--- src/rtl/zet_post_responder.sv ---
// zet_post_responder
//   Wishbone classic slave terminating the BIOS POST-code ports 0x0080/0x0081
//   on the Zet switch's slave 1 interface. CPU writes to 0x80 are queued in a
//   small FIFO and drained through a valid/ready byte stream; port 0x81 reads
//   back FIFO status plus a sticky overflow flag. Ack latency is set by WAIT.
//
//   Optional feature macro: ZET_POST_IRQ_EN
//     defined   -> irq_o = registered (overflow | count >= THRESH)
//     undefined -> irq_o tied low, THRESH unused
module zet_post_responder #(
  parameter int DEPTH  = 16,  // FIFO entries, power of 2, 2..64
  parameter int WAIT   = 1,   // wait states before ack, 0..15
  parameter int THRESH = 8    // irq level threshold, 1..DEPTH
) (
  input  logic        wb_clk_i,
  input  logic        wb_rst_i,
  input  logic [15:0] wb_dat_i,
  output logic [15:0] wb_dat_o,
  input  logic [20:1] wb_adr_i,
  input  logic [1:0]  wb_sel_i,
  input  logic        wb_we_i,
  input  logic        wb_cyc_i,
  input  logic        wb_stb_i,
  output logic        wb_ack_o,
  output logic [7:0]  post_dat_o,
  output logic        post_vld_o,
  input  logic        post_rdy_i,
  output logic        irq_o
);

  localparam int          AW        = $clog2(DEPTH);
  localparam logic [14:0] PORT_WORD = 15'h0040;  // word address of 0x80/0x81

  typedef enum logic [1:0] {
    ST_IDLE,
    ST_WAIT,
    ST_ACK
  } state_t;

  // ---------------------------------------------------------------------------
  // State
  // ---------------------------------------------------------------------------
  state_t      state_q,     state_d;
  logic [3:0]  wait_cnt_q,  wait_cnt_d;
  logic [AW:0] wr_ptr_q,    wr_ptr_d;
  logic [AW:0] rd_ptr_q,    rd_ptr_d;
  logic [7:0]  last_code_q, last_code_d;
  logic        overflow_q,  overflow_d;
  logic        post_vld_q,  post_vld_d;
  logic [7:0]  post_dat_q,  post_dat_d;

  logic [7:0]  fifo_mem [DEPTH];

  // ---------------------------------------------------------------------------
  // Decode and FIFO status (all from pre-edge state)
  // ---------------------------------------------------------------------------
  logic        req;
  logic        hit;
  logic        commit;
  logic        wr_lo;
  logic        wr_hi;
  logic        fifo_empty;
  logic        fifo_full;
  logic        push;
  logic        drop;
  logic        pop;
  logic [AW:0] count_q;
  logic [AW:0] count_d;
  logic [6:0]  count_ext;
  logic [7:0]  status_byte;

  assign req    = wb_cyc_i & wb_stb_i;
  assign hit    = wb_adr_i[20] & (wb_adr_i[15:1] == PORT_WORD);
  // Side effects land on the edge that closes the single ACK cycle.
  assign commit = (state_q == ST_ACK) & req;
  assign wr_lo  = commit & hit & wb_we_i & wb_sel_i[0];
  assign wr_hi  = commit & hit & wb_we_i & wb_sel_i[1];

  assign fifo_empty = (wr_ptr_q == rd_ptr_q);
  assign fifo_full  = (wr_ptr_q[AW] != rd_ptr_q[AW]) &&
                      (wr_ptr_q[AW-1:0] == rd_ptr_q[AW-1:0]);
  assign count_q    = wr_ptr_q - rd_ptr_q;
  assign count_ext  = 7'(count_q);

  // A push against a full FIFO is lost even if a pop frees a slot that edge.
  assign push = wr_lo & ~fifo_full;
  assign drop = wr_lo &  fifo_full;
  // post_vld_q always mirrors "not empty", so pops never underflow.
  assign pop  = post_vld_q & post_rdy_i;

  assign status_byte = {count_ext[4:0], overflow_q, fifo_full, fifo_empty};

  // ---------------------------------------------------------------------------
  // Responder FSM: next state and wait counter
  // ---------------------------------------------------------------------------
  always_comb begin
    // NOTE: every signal gets a default first so no path leaves it unassigned
    // and synthesis never has to infer a latch.
    state_d    = state_q;
    wait_cnt_d = wait_cnt_q;
    unique case (state_q)
      ST_IDLE: begin
        if (req) begin
          if (WAIT == 0) begin
            state_d = ST_ACK;
          end else begin
            state_d    = ST_WAIT;
            wait_cnt_d = 4'(WAIT);
          end
        end
      end
      ST_WAIT: begin
        if (!req) begin
          state_d = ST_IDLE;  // master gave up: no ack, no side effect
        end else if (wait_cnt_q == 4'd1) begin
          state_d = ST_ACK;
        end else begin
          wait_cnt_d = wait_cnt_q - 4'd1;
        end
      end
      ST_ACK: begin
        state_d = ST_IDLE;  // forced idle cycle between back-to-back acks
      end
      default: begin
        state_d = ST_IDLE;
      end
    endcase
  end

  // ---------------------------------------------------------------------------
  // Register-side datapath: pointers, last code, overflow, stream head
  // ---------------------------------------------------------------------------
  always_comb begin
    wr_ptr_d    = wr_ptr_q + {{AW{1'b0}}, push};
    rd_ptr_d    = rd_ptr_q + {{AW{1'b0}}, pop};
    count_d     = wr_ptr_d - rd_ptr_d;

    last_code_d = last_code_q;
    if (wr_lo) begin
      last_code_d = wb_dat_i[7:0];  // recorded even when the push is dropped
    end

    overflow_d = overflow_q;
    if (drop) begin
      overflow_d = 1'b1;            // a new overflow wins over a clear
    end else if (wr_hi && wb_dat_i[10]) begin
      overflow_d = 1'b0;
    end

    post_vld_d = (count_d != '0);

    // The head register is reloaded every edge from the post-edge read pointer.
    // When this edge's push becomes the head, memory still holds the old byte,
    // so forward the write data instead.
    if (count_d == '0) begin
      post_dat_d = 8'h00;
    end else if (push && (wr_ptr_q[AW-1:0] == rd_ptr_d[AW-1:0])) begin
      post_dat_d = wb_dat_i[7:0];
    end else begin
      post_dat_d = fifo_mem[rd_ptr_d[AW-1:0]];
    end
  end

  // ---------------------------------------------------------------------------
  // Control and datapath registers
  // ---------------------------------------------------------------------------
  always_ff @(posedge wb_clk_i or posedge wb_rst_i) begin
    // NOTE: sequential state uses non-blocking assignment so every flop samples
    // pre-edge values regardless of statement order.
    if (wb_rst_i) begin
      state_q     <= ST_IDLE;
      wait_cnt_q  <= 4'd0;
      wr_ptr_q    <= '0;
      rd_ptr_q    <= '0;
      last_code_q <= 8'h00;
      overflow_q  <= 1'b0;
      post_vld_q  <= 1'b0;
      post_dat_q  <= 8'h00;
    end else begin
      state_q     <= state_d;
      wait_cnt_q  <= wait_cnt_d;
      wr_ptr_q    <= wr_ptr_d;
      rd_ptr_q    <= rd_ptr_d;
      last_code_q <= last_code_d;
      overflow_q  <= overflow_d;
      post_vld_q  <= post_vld_d;
      post_dat_q  <= post_dat_d;
    end
  end

  // FIFO storage write port
  always_ff @(posedge wb_clk_i) begin
    // NOTE: the storage array has no reset; resetting the pointers already
    // empties the FIFO, and an unreset array maps onto plain RAM cells.
    if (push) begin
      fifo_mem[wr_ptr_q[AW-1:0]] <= wb_dat_i[7:0];
    end
  end

  // ---------------------------------------------------------------------------
  // Wishbone read data and ack: driven only during ACK, zero elsewhere
  // ---------------------------------------------------------------------------
  always_comb begin
    wb_dat_o = 16'h0000;
    if ((state_q == ST_ACK) && hit && !wb_we_i) begin
      if (wb_sel_i[0]) wb_dat_o[7:0]  = last_code_q;
      if (wb_sel_i[1]) wb_dat_o[15:8] = status_byte;
    end
  end

  assign wb_ack_o   = (state_q == ST_ACK);
  assign post_vld_o = post_vld_q;
  assign post_dat_o = post_dat_q;

  // ---------------------------------------------------------------------------
  // Optional level interrupt
  // ---------------------------------------------------------------------------
`ifdef ZET_POST_IRQ_EN
  logic irq_q, irq_d;

  // Interrupt follows the registered FIFO state, one cycle behind it
  always_comb begin
    irq_d = overflow_q | (count_ext >= 7'(THRESH));
  end

  // Interrupt register
  always_ff @(posedge wb_clk_i or posedge wb_rst_i) begin
    if (wb_rst_i) begin
      irq_q <= 1'b0;
    end else begin
      irq_q <= irq_d;
    end
  end

  assign irq_o = irq_q;

  logic unused_ok;
  assign unused_ok = ^{wb_adr_i[19:16], wb_dat_i[15:11], wb_dat_i[9:8], count_ext[6:5]};
`else
  assign irq_o = 1'b0;

  logic unused_ok;
  assign unused_ok = ^{wb_adr_i[19:16], wb_dat_i[15:11], wb_dat_i[9:8], count_ext[6:5],
                       7'(THRESH)};
`endif

endmodule

--- config.mk ---
export PLATFORM = sky130hd
export DESIGN_NAME = zet_post_responder
export DESIGN_NICKNAME = d
export VERILOG_FILES = /design/src/rtl/zet_post_responder.sv
export SDC_FILE = /design/constraint.sdc
export NUM_CORES = 1
export LEC_CHECK = 0
export ABC_AREA = 1
export CORE_AREA = 2 2 144 146
export DETAILED_ROUTE_END_ITERATION = 12
export DIE_AREA = 0 0 146 148
export SYNTH_ARGS = -nofsm -noshare
export SYNTH_HDL_FRONTEND = slang
export SYNTH_SLANG_ARGS = --single-unit
--- constraint.sdc ---
create_clock -name wb_clk_i -period 3.6 [get_ports wb_clk_i]
set_input_delay 0.36 -clock wb_clk_i [delete_from_list [all_inputs] [get_ports wb_clk_i]]
set_output_delay 0.36 -clock wb_clk_i [all_outputs]
set_load 0.03 [all_outputs]
After elaboration in Yosys (flattened, before gate mapping)
Memory sizes are Yosys's and may differ from the RTL's.
Index checks and enable logic that the tools add are counted.
Cells by class
  add/sub/neg operators: 5
  eq/ne operators: 12
  mux-type cells: 17
  bitwise logic cells: 11
  reductions and logical operators: 13
Operator list (number)
  8-bit 2-to-1 mux: 4
  16-bit 2-to-1 mux: 1
  15-bit by 7-bit equality test with 1-bit output, second input constant: 1
  4-bit 2-to-1 mux: 3
  5-bit by 1-bit adder with 5-bit output: 2
  1-bit bitwise AND: 10
  5-bit subtractor: 2
  4-bit equality test: 2
  4-bit case mux with 2 select lines: 1
  2-bit 2-to-1 mux: 3
  2-bit != test, second input constant: 3
  5-bit equality test: 1
  1-bit logical AND: 5
  5-bit zero test: 1
  5-bit nonzero test: 1
  4-bit by 1-bit equality test with 1-bit output, second input constant: 1
  1-bit 2-to-1 mux: 4
  2-bit case mux with 2 select lines: 1
  4-bit AND reduction: 1
  2-bit nonzero test: 2
  4-bit by 1-bit subtractor with 4-bit output, second input constant: 1
  3-bit != test, second input constant: 1
  2-bit by 1-bit equality test with 1-bit output, second input constant: 1
  2-bit equality test, second input constant: 1
  5 further kinds: 5
Word-level totals
  bits in registers: 34
  RAM bits: 128
  output and inout port bits: 27
  logic and storage cells: 67
  memories kept: 1
Memories
  fifo_mem: depth 16, width 8, rd ports 1, clocked after memory_dff 0, write ports 1, line 52  | logic [7:0] fifo_mem [DEPTH];

Depth between registers and ports, before layout
Gate-level depths: netlist of the first run.
  depth after elaboration: 10
  gate-level depth with buffers: 23
  mapped depth without buffers: 23

Worst setup path after synthesis of the first run
OpenSTA, ideal clock, no wires.
  kind: reg-to-reg
  start: register wr_ptr_q[0]
  end: register post_dat_q[0] (netlist: post_dat_o[0])
  data arrival time: 2959 ps
  required time: 3487 ps
  setup slack: 527 ps
  stages on the path, launching flop included: 22
  buffers on the path: 1
  clock period less this slack: 3073 ps
  cell sequence: dfrtp_1 inv_1 ha_1 nand4_1 inv_1 nand2_1 buf_2 nand2_2 inv_1 ha_1 nand2_2 nor2_2 inv_2 nand2_1 inv_1 ha_1 a21o_1 o21bai_1 nand3_1 nand3_4 nand2_1 nor2_2
On the way
  cells in the longest elaborated chain, start to end: 8
  elaborated cells on any way between the ends: 11
RTL lines
  from (decl): line 45  | logic [AW:0] wr_ptr_q, wr_ptr_d;
  from (signal assigned): line 182  | wr_ptr_q <= wr_ptr_d;
  4-bit equality test: line 81  | (wr_ptr_q[AW-1:0] == rd_ptr_q[AW-1:0]);
  1-bit logical AND: line 80  | assign fifo_full = (wr_ptr_q[AW] != rd_ptr_q[AW]) &&
  1-bit inverter: line 86  | assign push = wr_lo & ~fifo_full;
  1-bit bitwise AND: line 86
  5-bit by 1-bit adder with 5-bit output (*): line 134  | wr_ptr_d = wr_ptr_q + {{AW{1'b0}}, push};
  net wr_ptr_d[3]: line 45
  5-bit subtractor (*): line 136  | count_d = wr_ptr_d - rd_ptr_d;
  5-bit zero test (*): line 155  | if (count_d == '0) begin
  8-bit 2-to-1 mux (*): line 155
  net post_dat_d[0]: line 50  | logic [7:0] post_dat_q, post_dat_d;
  to (signal assigned): line 187  | post_dat_q <= post_dat_d;
  to (decl): line 50
Mark *: on every way through the listed nets, which the timed path passes. The rest lies on a longest branch.
A chain may end at the register's enable or synchronous reset.

Worst setup path after layout of the first run
  start: register rd_ptr_q[2]
  end: register post_dat_q[2] (netlist: post_dat_o[2])
On the way
  cells in the longest elaborated chain, start to end: 8
  elaborated cells on any way between the ends: 13
RTL lines
  from (decl): line 46  | logic [AW:0] rd_ptr_q, rd_ptr_d;
  from (signal assigned): line 183  | rd_ptr_q <= rd_ptr_d;
  4-bit equality test: line 81
  1-bit logical AND: line 80
  1-bit inverter: line 86
  1-bit bitwise AND: line 86
  5-bit by 1-bit adder with 5-bit output: line 134
  net wr_ptr_d[3]: line 45
  5-bit subtractor: line 136
  5-bit zero test: line 155
  8-bit 2-to-1 mux: line 155
  net post_dat_d[2]: line 50
The timed path passes the listed nets, and every way through them passes these cells.

==> flow_metrics.py, run 1 <==
metrics = {
    "outcome": {
        "status": "finished, final reports clean",
    },
    "final_layout": {
        "diodes": 0,
        "final_core_util": 0.449,
        "area_growth_pct": 20.8,
        "drive_gt1_frac": 0.107,
        "fill_cells": 1933,
        "final_nets": 870,
    },
    "worst_setup_path": {
        "crit_required_ps": 3920,
        "end_kind": "register",
        "crit_slowest_cell": "dfrtp_1",
        "cp_cell_sequence": "inv_1 -> ha_1 -> nand4_1 -> inv_1 -> nand2_1 -> nand2_2 -> inv_1 -> ha_1 -> nand2_2 -> inv_1 -> nand2_1 -> nand2_1 -> nand2_1 -> inv_1 -> ha_1 -> a21o_1 -> o21bai_1 -> nand3_1 -> nand3_4 -> nand2_1 -> nor2_2",
        "crit_family": "simple AND/OR/NAND/NOR gates",
        "r2r_slack_ps": 400,
        "timing.critical_path.slowest_cell_delay_ps": 450,
        "setup.worst_path.class": "register to register",
        "worst-path-max-fanout": 9,
        "timing.rr.end": "post_dat_o[2]$_DFF_PP0_",
        "r2r_cells": 21,
        "startpoint_type": "register",
        "crit-reg2reg-launch": "rd_ptr_q[2]$_DFF_PP0_",
        "cp.arrival_ps": 3510,
        "worst-path-buf-inv": 5,
    },
    "cts": {
        "cts_resized": 0,
        "clk_pin_slew_worst_paths_ps": 60,
        "cts_tree": "done",
        "cts_root_buf": "clkbuf_16",
        "post_cts.repair.setup_buffers": 0,
        "numCtsBuffers": 17,
        "clk_latency_ps": 430,
        "h-tree-depth": 4,
        "ctsHoldBuffers": 0,
        "clockBufferDepth": 2,
        "clock-sinks": 162,
    },
    "synthesis": {
        "async_reset_ff_frac": 0.210,
        "avgSynthCellArea_um2": 10.1,
        "synth_seq_cells": 162,
        "yosysUniqueCellTypes": 32,
        "synth-edff-count": 128,
        "synthesis.nets": 798,
        "synth_top_flop_cell": "edfxtp_1",
        "syn_area_um2": 7450,
        "netlist_instances": 738,
        "ys_seq_area_frac": 0.630,
        "synth_warnings": 0,
    },
    "routing": {
        "totalWireLength_mm": 17.3,
        "ant_nets": 0,
        "routedWlPerCell_um": 15.8,
        "avgViaCountPerCell": 4.74,
        "wl_met3_um": 712,
        "drt_iter0_drc": 321,
        "num_vias": 5179,
        "wl_met1_mm": 7.54,
        "dr.pass1.iters": 4,
        "wl_met2_mm": 8.70,
        "maxUsedRoutingLayer": "met4",
        "route.detailed.drc": 0,
    },
    "sta": {
        "finalCriticalPeriod_ps": 3200,
        "fin_crit_sh": 0.888,
        "setup_viol": 0,
        "whs_ps": 334,
        "drv_slew": 0,
        "max_freq_mhz": 313,
        "max_slew_margin": 0.450,
        "hold_viol": 0,
        "rsz0062_at_grt": "false",
        "fin_setup_tns_ps": 0,
        "finClkSkew_ps": 10.5,
        "worst_pin_slew_ps": 822,
    },
    "die": {
        "initial_core_util": 0.372,
        "die_x_um": 146,
        "dieArea_um2": 21600,
        "rows": 52,
        "core_region_area_um2": 20000,
        "io_pins": 71,
        "die_h_um": 148,
    },
    "placement": {
        "place.gp.congestion": 0.822,
        "dp_hpwl_mm": 11.2,
        "io_buffer_count": 58,
    },
    "hold_path": {
        "worstHoldPathType": "input port to async pin",
    },
    "global_route": {
        "overflow": 0,
        "grt_first_pass_wirelength_mm": 27.1,
        "grt_pass1_vias": 5143,
        "antenna_found_initial": 0,
        "grt_max_degree": 56,
        "grt_usage": 0.166,
    },
    "power": {
        "ir_drop_v": 0.000427,
        "p_leak_nw": 3.70,
        "power.density_nw_per_um2": 775,
    },
    "flow_run": {
        "cap_viol_max_count": 0,
    },
}
Yosys cell counts (2+ instances only):
library cell | n | area, µm²
nand4_1 | 14 | 87.6
buf_4 | 2 | 15.0
nor2_1 | 53 | 199
buf_2 | 19 | 95.1
o31ai_1 | 2 | 15.0
a21oi_1 | 3 | 15.0
nor2_2 | 11 | 68.8
nand2_1 | 211 | 792
inv_2 | 6 | 22.5
xnor2_1 | 2 | 17.5
edfxtp_1 | 128 | 3840
clkbuf_1 | 6 | 22.5
nor2_4 | 2 | 22.5
xor2_1 | 4 | 35.0
o21ai_0 | 13 | 65.1
nor2_8 | 2 | 40.0
ha_1 | 15 | 188
nand2_2 | 9 | 56.3
nand3_1 | 125 | 626
nand3_4 | 2 | 35.0
dfrtp_1 | 34 | 851
inv_1 | 65 | 244
area by class of cell:
cell class | instances | area, µm² | share of cell area
flip-flops and latches | 162 | 4690 | 0.521
multi-input cells | 478 | 2360 | 0.263
repair buffers | 80 | 758 | 0.0842
clock buffers | 19 | 433 | 0.0481
well taps | 270 | 338 | 0.0375
inverters | 71 | 267 | 0.0296
clock inverters | 13 | 149 | 0.0165
layer usage:
metal	vias up	GRT usage
met4	0	0.0694
met2	93	0.279
met1	2458	0.211
met3	18	0.0340
met5	-	0
li1	2610	-
placed cells by master, fill, tap and decap left out, types with 14 or more instances in the layout:
cell	n
nand3_1	125
clkbuf_16	17
nand4_1	14
buf_4	21
nor2_1	53
clkdlybuf4s50_1	58
ha_1	14
edfxtp_1	128
inv_1	64
dfrtp_1	34
nand2_1	211
power by group:
part / switching [W] / leakage, nW / total [W] / internal (W)
Clock: 0.000742 / 0.275 / 0.00177 / 0.00103
Sequential: 0.0000704 / 1.53 / 0.00219 / 0.00212
Combinational: 0.00203 / 1.90 / 0.00301 / 0.000986
Total: 0.00284 / 3.70 / 0.00698 / 0.00414
cell families after synthesis:
kind of cell / count (synthesis) / share of synthesized area
AOI/OAI and AO/OA: 21 / 0.0159
buffers and inverters: 98 / 0.0535
adders and majority gates: 16 / 0.0279
xor gates and xnor gates: 6 / 0.00705
and+or+nand+nor: 434 / 0.265
other: 1 / 0.000503
DFF: 162 / 0.630
registers in the layout (all words and copies together) (netlist names):
name and cells:
last_code_q 8, wait_cnt_q 4, post_vld_o 1, wr_ptr_q 5, rd_ptr_q 5, fifo_mem 128, overflow_q 1, post_dat_o 8
state_q 2
worst max path at each step:
stage                                from                       to  slack (ps)  cells after the start
CTS                 wr_ptr_q[0]$_DFF_PP0_  post_dat_o[2]$_DFF_PP0_         370                     21
finish              rd_ptr_q[2]$_DFF_PP0_  post_dat_o[2]$_DFF_PP0_         400                     21
global placement             wb_adr_i[20]  post_dat_o[2]$_DFF_PP0_         210                     22
detailed placement            wb_adr_i[7]  post_dat_o[0]$_DFF_PP0_         180                     22
floorplan           wr_ptr_q[0]$_DFF_PP0_  post_dat_o[0]$_DFF_PP0_         530                     21
global route        rd_ptr_q[2]$_DFF_PP0_  post_dat_o[7]$_DFF_PP0_          70                     21
per-stage QoR:
stage | cell area [µm²] | power, W | setup WS (ps) | std cells
2_1_floorplan | 7450 | 0.00434 | 527 | 738
3_3_place_gp | 8420 | 0.00523 | 210 | 1061
3_5_place_dp | 8420 | 0.00527 | 180 | 1061
4_1_cts | 9000 | 0.00705 | 368 | 1093
5_1_grt | 9000 | 0.00747 | 66.2 | 1093
6_report | 9000 | 0.00698 | 403 | 1093
worst min-delay path, stage by stage:
cell	delay, ps
clkdlybuf4s50_1	390
inv_1	50
buf_4	390
(Power assumes the default switching activity.)
==> inputs of run 2 (changes only) <==
--- a/config.mk
+++ b/config.mk
@@ -9,6 +9,7 @@
 export CORE_AREA = 2 2 144 146
 export DETAILED_ROUTE_END_ITERATION = 12
 export DIE_AREA = 0 0 146 148
+export SKIP_CTS_REPAIR_TIMING = 1
 export SYNTH_ARGS = -nofsm -noshare
 export SYNTH_HDL_FRONTEND = slang
 export SYNTH_SLANG_ARGS = --single-unit
==> results of run 2 <==
The final DEF is identical to that of run 1; final timing and power are the same.
